$ cat config.mk
export PLATFORM = sky130hd
export DESIGN_NAME = combo_lock_param
export DESIGN_NICKNAME = d
export VERILOG_FILES = /design/src/rtl/combo_lock_param.sv
export SDC_FILE = /design/constraint.sdc
export NUM_CORES = 1
export LEC_CHECK = 0
export CAP_MARGIN = 5
export CORE_ASPECT_RATIO = 0.7
export CORE_MARGIN = 2
export CORE_UTILIZATION = 25
export DETAILED_ROUTE_END_ITERATION = 7
export PLACE_DENSITY_LB_ADDON = 0.1
export SLEW_MARGIN = 20
export SYNTH_ARGS = -nofsm -noshare
export SYNTH_HDL_FRONTEND = slang
export SYNTH_SLANG_ARGS = --single-unit
$ cat constraint.sdc
create_clock -name CLK -period 2.49 [get_ports CLK]
set_clock_uncertainty 0.1 [all_clocks]
set_input_delay 0.747 -clock CLK [delete_from_list [all_inputs] [get_ports CLK]]
set_output_delay 0.747 -clock CLK [all_outputs]
set_load 0.005 [all_outputs]
$ cat src/rtl/combo_lock_param.sv
// Reprogrammable combination lock: strobed digits are checked on the fly, a correct
// sequence opens a timed window, and repeated failures trigger a timed lockout.
module combo_lock_param #(
    parameter int DIGIT_W     = 4,
    parameter int SEQ_LEN     = 4,
    parameter int MAX_TRIES   = 3,
    parameter int OPEN_CYC    = 256,
    parameter int LOCKOUT_CYC = 1024,
    parameter logic [SEQ_LEN*DIGIT_W-1:0] RESET_CODE = 16'h1234
) (
    input  logic                             CLK,
    input  logic                             masterRST_n,
    input  logic                             RST,
    input  logic [DIGIT_W-1:0]               code,
    input  logic                             code_vld,
    input  logic                             prog,
    output logic                             unlocked,
    output logic                             err,
    output logic                             locked_out,
    output logic                             prog_mode,
    output logic [$clog2(SEQ_LEN+1)-1:0]     digit_cnt,
    output logic [$clog2(MAX_TRIES+1)-1:0]   fail_cnt
);

    localparam int CODE_W = SEQ_LEN * DIGIT_W;
    localparam int CW     = $clog2(SEQ_LEN + 1);
    localparam int FW     = $clog2(MAX_TRIES + 1);
    localparam int TMAX   = (OPEN_CYC > LOCKOUT_CYC) ? OPEN_CYC : LOCKOUT_CYC;
    localparam int TW     = $clog2(TMAX + 1);

    localparam logic [2:0] ST_IDLE    = 3'd0;
    localparam logic [2:0] ST_ENTRY   = 3'd1;
    localparam logic [2:0] ST_OPEN    = 3'd2;
    localparam logic [2:0] ST_LOCKOUT = 3'd3;
    localparam logic [2:0] ST_PROG    = 3'd4;

    localparam logic [CW-1:0] LAST_IDX  = CW'(SEQ_LEN - 1);
    localparam logic [FW-1:0] FAIL_MAX  = FW'(MAX_TRIES);
    localparam logic [TW-1:0] T_OPEN    = TW'(OPEN_CYC);
    localparam logic [TW-1:0] T_LOCKOUT = TW'(LOCKOUT_CYC);

    // Digit 0 lives in the most significant bits of the packed code.
    function automatic logic [DIGIT_W-1:0] get_digit(input logic [CODE_W-1:0] c,
                                                     input logic [CW-1:0]     idx);
        logic [DIGIT_W-1:0] d;
        d = {DIGIT_W{1'b0}};
        for (int i = 0; i < SEQ_LEN; i++) begin
            if (idx == CW'(i)) begin
                d = c[(SEQ_LEN-1-i)*DIGIT_W +: DIGIT_W];
            end
        end
        return d;
    endfunction

    function automatic logic [CODE_W-1:0] put_digit(input logic [CODE_W-1:0]  c,
                                                    input logic [CW-1:0]      idx,
                                                    input logic [DIGIT_W-1:0] d);
        logic [CODE_W-1:0] r;
        r = c;
        for (int i = 0; i < SEQ_LEN; i++) begin
            if (idx == CW'(i)) begin
                r[(SEQ_LEN-1-i)*DIGIT_W +: DIGIT_W] = d;
            end
        end
        return r;
    endfunction

    logic [2:0]        r_state;
    logic [CODE_W-1:0] r_code;
    logic [CODE_W-1:0] r_shadow;
    logic [CW-1:0]     r_digit_cnt;
    logic [FW-1:0]     r_fail_cnt;
    logic              r_match;
    logic [TW-1:0]     r_timer;
    logic              r_err;
    logic              r_unlocked;
    logic              r_locked_out;
    logic              r_prog_mode;

    logic [2:0]        w_state_nxt;
    logic [CODE_W-1:0] w_code_nxt;
    logic [CODE_W-1:0] w_shadow_nxt;
    logic [CODE_W-1:0] w_shadow_wr;
    logic [CW-1:0]     w_cnt_nxt;
    logic [FW-1:0]     w_fail_nxt;
    logic [FW-1:0]     w_fail_inc;
    logic              w_match_nxt;
    logic              w_match_acc;
    logic              w_last;
    logic [TW-1:0]     w_timer_nxt;
    logic              w_err_nxt;

    // Next-state and datapath decisions for the lock FSM.
    always_comb begin
        w_state_nxt  = r_state;
        w_code_nxt   = r_code;
        w_shadow_nxt = r_shadow;
        w_cnt_nxt    = r_digit_cnt;
        w_fail_nxt   = r_fail_cnt;
        w_match_nxt  = r_match;
        w_timer_nxt  = r_timer;
        w_err_nxt    = 1'b0;

        w_last      = (r_digit_cnt == LAST_IDX);
        // The running flag is only meaningful once the first digit of an entry is in.
        w_match_acc = ((r_digit_cnt == {CW{1'b0}}) ? 1'b1 : r_match) &
                      (code == get_digit(r_code, r_digit_cnt));
        w_fail_inc  = (r_fail_cnt == FAIL_MAX) ? r_fail_cnt : r_fail_cnt + FW'(1);
        w_shadow_wr = put_digit(r_shadow, r_digit_cnt, code);

        case (r_state)
            ST_IDLE, ST_ENTRY: begin
                if (RST) begin
                    w_state_nxt = ST_IDLE;
                    w_cnt_nxt   = {CW{1'b0}};
                    w_match_nxt = 1'b0;
                end else if (code_vld) begin
                    if (w_last) begin
                        w_cnt_nxt   = {CW{1'b0}};
                        w_match_nxt = 1'b0;
                        if (w_match_acc) begin
                            w_state_nxt = ST_OPEN;
                            w_timer_nxt = T_OPEN;
                            w_fail_nxt  = {FW{1'b0}};
                        end else begin
                            w_err_nxt  = 1'b1;
                            w_fail_nxt = w_fail_inc;
                            if (w_fail_inc == FAIL_MAX) begin
                                w_state_nxt = ST_LOCKOUT;
                                w_timer_nxt = T_LOCKOUT;
                            end else begin
                                w_state_nxt = ST_IDLE;
                            end
                        end
                    end else begin
                        w_cnt_nxt   = r_digit_cnt + CW'(1);
                        w_match_nxt = w_match_acc;
                        w_state_nxt = ST_ENTRY;
                    end
                end else begin
                    w_state_nxt = r_state;
                end
            end
            ST_OPEN: begin
                if (RST) begin
                    w_state_nxt = ST_IDLE;
                    w_timer_nxt = {TW{1'b0}};
                end else if (prog) begin
                    w_state_nxt = ST_PROG;
                    w_cnt_nxt   = {CW{1'b0}};
                    w_timer_nxt = {TW{1'b0}};
                end else if (r_timer <= TW'(1)) begin
                    w_state_nxt = ST_IDLE;
                    w_timer_nxt = {TW{1'b0}};
                end else begin
                    w_timer_nxt = r_timer - TW'(1);
                end
            end
            ST_PROG: begin
                if (RST) begin
                    w_state_nxt = ST_IDLE;
                    w_cnt_nxt   = {CW{1'b0}};
                end else if (code_vld) begin
                    w_shadow_nxt = w_shadow_wr;
                    if (w_last) begin
                        w_code_nxt  = w_shadow_wr;
                        w_state_nxt = ST_IDLE;
                        w_cnt_nxt   = {CW{1'b0}};
                    end else begin
                        w_cnt_nxt = r_digit_cnt + CW'(1);
                    end
                end else begin
                    w_state_nxt = ST_PROG;
                end
            end
            ST_LOCKOUT: begin
                if (r_timer <= TW'(1)) begin
                    w_state_nxt = ST_IDLE;
                    w_timer_nxt = {TW{1'b0}};
                    w_fail_nxt  = {FW{1'b0}};
                end else begin
                    w_timer_nxt = r_timer - TW'(1);
                end
            end
            default: begin
                w_state_nxt = ST_IDLE;
                w_cnt_nxt   = {CW{1'b0}};
                w_match_nxt = 1'b0;
                w_timer_nxt = {TW{1'b0}};
            end
        endcase
    end

    // State, stored code and registered status outputs.
    always_ff @(posedge CLK or negedge masterRST_n) begin
        if (!masterRST_n) begin
            r_state      <= ST_IDLE;
            r_code       <= RESET_CODE;
            r_shadow     <= {CODE_W{1'b0}};
            r_digit_cnt  <= {CW{1'b0}};
            r_fail_cnt   <= {FW{1'b0}};
            r_match      <= 1'b0;
            r_timer      <= {TW{1'b0}};
            r_err        <= 1'b0;
            r_unlocked   <= 1'b0;
            r_locked_out <= 1'b0;
            r_prog_mode  <= 1'b0;
        end else begin
            r_state      <= w_state_nxt;
            r_code       <= w_code_nxt;
            r_shadow     <= w_shadow_nxt;
            r_digit_cnt  <= w_cnt_nxt;
            r_fail_cnt   <= w_fail_nxt;
            r_match      <= w_match_nxt;
            r_timer      <= w_timer_nxt;
            r_err        <= w_err_nxt;
            r_unlocked   <= (w_state_nxt == ST_OPEN);
            r_locked_out <= (w_state_nxt == ST_LOCKOUT);
            r_prog_mode  <= (w_state_nxt == ST_PROG);
        end
    end

    assign unlocked   = r_unlocked;
    assign err        = r_err;
    assign locked_out = r_locked_out;
    assign prog_mode  = r_prog_mode;
    assign digit_cnt  = r_digit_cnt;
    assign fail_cnt   = r_fail_cnt;

endmodule

==> results.py, run 1 <==
metrics = {
    "cts": {
        "root_buffer": "clkbuf_16",
        "clk_latency_ns": 0.29,
        "clk_pin_slew_ns": 0.07,
        "numCtsBuffers": 5,
        "tritoncts": "yes",
        "clock_sink_count": 52,
        "cts_buffer_depth": 2,
        "h-tree-depth": 2,
    },
    "power_and_ir_drop": {
        "p_int_mw": 1.93,
        "switching_share_pct": 33.5,
        "total_power_mw": 2.90,
        "p_switching_mw": 0.972,
        "ir_worst_vdd_v": 0.000503,
        "clkPwrFrac_pct": 27.5,
        "pwr-share-comb_pct": 37.0,
        "power_density_mw_per_mm2": 743,
        "leakage_nw": 1.71,
        "seqPwrFrac_pct": 35.5,
    },
    "routing": {
        "drt_pass1_iterations": 8,
        "avgRoutedWirePerCell_um": 15.4,
        "drc": 0,
        "drtIter0Drc": 98,
        "viasPerCell": 4.66,
        "num_vias": 2408,
        "final_antenna_net_count": 0,
        "drt_wl_total_um": 7980,
    },
    "place": {
        "portBuffers": 17,
        "post-place-ws_ns": -0.828,
        "dpl_cell_area_mm2": 0.00352,
        "place.gp.congestion": 0.757,
        "dp.final_hpwl_um": 5790,
    },
    "critical_path": {
        "slowest_stage": "or4_4",
        "worst-path-max-fanout": 7,
        "r2r_start": "digit_cnt[0]",
        "cp.required_ns": 2.56,
        "max_stage_delay_ns": 0.55,
        "path_class": "reg -> reg",
        "worstReg2RegEnd": "fail_cnt[0]",
        "cp-start-kind": "flip-flop",
        "ff2ff_path_depth": 9,
        "arrival_ns": 2.65,
        "worstPathCellList": "inv_2 > ha_4 > nor2b_4 > a221o_1 > a211o_1 > or4_4 > buf_6 > o22ai_4 > o22ai_1",
        "r2r_setup_slack_ns": -0.09,
        "end_kind": "flip-flop",
    },
    "yosys": {
        "synth_ff_type": "dfrtp_1",
        "ys_top_cells_by_area": "dfrtp_1, mux2_2, nand2_1",
        "synth_edf_count": 0,
        "yosysSeqAreaShare_pct": 45.2,
        "netlist_area_mm2": 0.00289,
        "postSynth.asyncResetShare_pct": 100,
        "syn_inst": 308,
        "synth_commonest_cells": "dfrtp_1, nand2_1, o21ai_0",
        "ys_warn_count": 0,
        "synth_area_per_cell_um2": 9.40,
        "yosysMostFrequentCell": "dfrtp_1",
        "syn_nets": 323,
        "yosysTopAreaCell": "dfrtp_1",
        "synth_cell_type_count": 53,
        "yosysTopAreaCellShare_pct": 40.6,
        "ys_seq_elements": 52,
    },
    "sta": {
        "maxSlewViolCount": 0,
        "hold_slack_ns": 0.322,
        "period_share_pct": 104,
        "rsz0062_at_grt": "yes",
        "fin_crit_ns": 2.58,
        "worst_slack_ns": -0.0898,
        "slew_headroom_pct": 48.7,
        "tns_ns": -0.680,
        "finalSetupViolCount": 16,
        "max_slew.worst_pin.slew_ns": 0.762,
        "finalHoldViolCount": 0,
        "fmax_mhz": 388,
    },
    "outcome": {
        "violations": "setup timing",
        "status": "finished with violations",
    },
    "floorplan": {
        "start_util_pct": 26.0,
        "core_area_mm2": 0.0111,
        "ios": 18,
        "dieArea_mm2": 0.0125,
        "num_rows": 32,
        "die_y_um": 94.0,
        "die_w_um": 133,
    },
    "grt": {
        "grt_pass1_vias": 2376,
        "grt_overflow": 0,
        "antenna_found_initial": 0,
        "grt_max_degree": 53,
        "grt_pass1_wl_um": 13100,
        "grt_usage_pct": 13.6,
    },
    "cells_and_area": {
        "areaGrowthSynthToFinish_pct": 35.0,
        "nNetsFinal": 378,
        "fillers": 1185,
        "n_antenna_cell": 0,
        "fin_area_mm2": 0.00391,
        "drive_above_1_share_pct": 29.7,
    },
    "flow_run": {
        "max-cap-violations": 0,
    },
    "worst_hold_path": {
        "hp-class": "in -> async",
    },
}
## metal layers
layer | part of all wire (%) | up-vias | global-route usage (%)
met5 | 0 | - | 0
met4 | 0.38 | 0 | 2.69
met3 | 3.2 | 4 | 2.64
met2 | 38 | 37 | 17.9
met1 | 58 | 1163 | 22.2
li1 | - | 1204 | -
## power groups by stage
stage          clock network (mW)  logic [mW]  registers (mW)
2_1_floorplan                   0       0.573            1.01
3_3_place_gp                    0       0.927            1.04
3_5_place_dp                    0       0.925            1.03
4_1_cts                     0.836       0.994            1.02
5_1_grt                     0.863        1.18            1.05
6_report                    0.797        1.07            1.03
## registers in the layout, indices dropped and copies added, names as in the netlist
name        cells
locked_out      1
fail_cnt        2
prog_mode       1
r_code         16
err             1
r_shadow       12
r_state         3
digit_cnt       3
unlocked        1
r_timer        11
r_match         1
## final cells by class
class                   instances  area [µm²]  area share, %
multi-input cells             228        1640           41.9
flip-flops and latches         52        1310           33.5
repair buffers                 67         571           14.6
well taps                     153         191           4.90
clock buffers                   5         125           3.20
clock inverters                 3        42.5           1.09
inverters                       9        33.8          0.865
## through the flow
stage	utilization [%]	cells
after CTS	34.2	517
after global placement	31.7	502
final	35.1	517
after detailed placement	31.7	502
after global routing	35.1	517
after floorplan	-	308
## critical path, delay by kind of cell (launching register included)
family / cells / cell delay [ns]
AOI/OAI and AO/OA: 4 / 0.86
adders and majority gates: 1 / 0.19
DFF: 1 / 0.39
and+or+nand+nor: 2 / 0.68
buffers and inverters: 2 / 0.23
## layout by cell type, fill, tap and decap left out, types with 2 or more instances in the layout
master and count:
a221o_1 3, ha_1 2, or3_1 3, ha_4 3, a21oi_1 13, buf_12 3
o22ai_1 3, o31ai_1 2, inv_2 2, buf_2 4, nand3_1 2, dfstp_2 5
o21ai_2 2, a31oi_1 3, mux2i_1 14, nand2_1 39, nor3_1 10, buf_6 2
a31oi_4 4, clkdlybuf4s50_1 12, dfrtp_1 46, o21ai_0 25, a21oi_2 3, nor2b_4 3
o21a_1 4, mux2_2 14, clkbuf_16 5, nor2b_1 6, buf_4 45, nor2_1 21
inv_1 7, o21ai_1 2, nand2b_1 16
## worst max-delay path by stage
stage                             from          end  slack (ns)  depth (start not counted)
after floorplan                code[0]   r_timer[2]       -0.11                          7
after global placement         code[2]   r_timer[9]       -0.79                          8
after detailed placement       code[2]   r_timer[9]       -0.83                          8
after CTS                 digit_cnt[1]   r_timer[9]       -0.17                          9
after global routing      digit_cnt[0]  fail_cnt[0]       -0.18                          9
final                     digit_cnt[0]  fail_cnt[0]       -0.09                          9
## timing repair
| item | 4_1_cts | 5_1_grt |
|---|---|---|
| gates cloned | 0 | 0 |
| hold buffers | 0 | 0 |
| resized for setup | 29 | 18 |
| buffers inserted | 7 | 1 |
| setup endpoints to repair | 19 | 19 |
| pin swaps | 11 | 13 |
## kinds of logic after synthesis
logic type | after synthesis | synth area share (%)
simple gates | 110 | 18.5
compound gates | 84 | 19.3
flops | 52 | 45.2
buf+inv | 28 | 4.11
mux | 28 | 10.3
fa+ha+maj | 6 | 2.59
Note: power is estimated with default switching activity, not from simulation.
==> run 2, diff against run 1 <==
Settings changed: CTS_CLUSTER_SIZE set to 16.
==> results of run 2 <==
No change in the layout: final DEF, timing and power equal those of run 1.
==> run 3, diff against run 2 <==
Settings changed: SLEW_MARGIN 20 to unset.
==> results of run 3 <==
No change in the layout: final DEF, timing and power equal those of run 1.
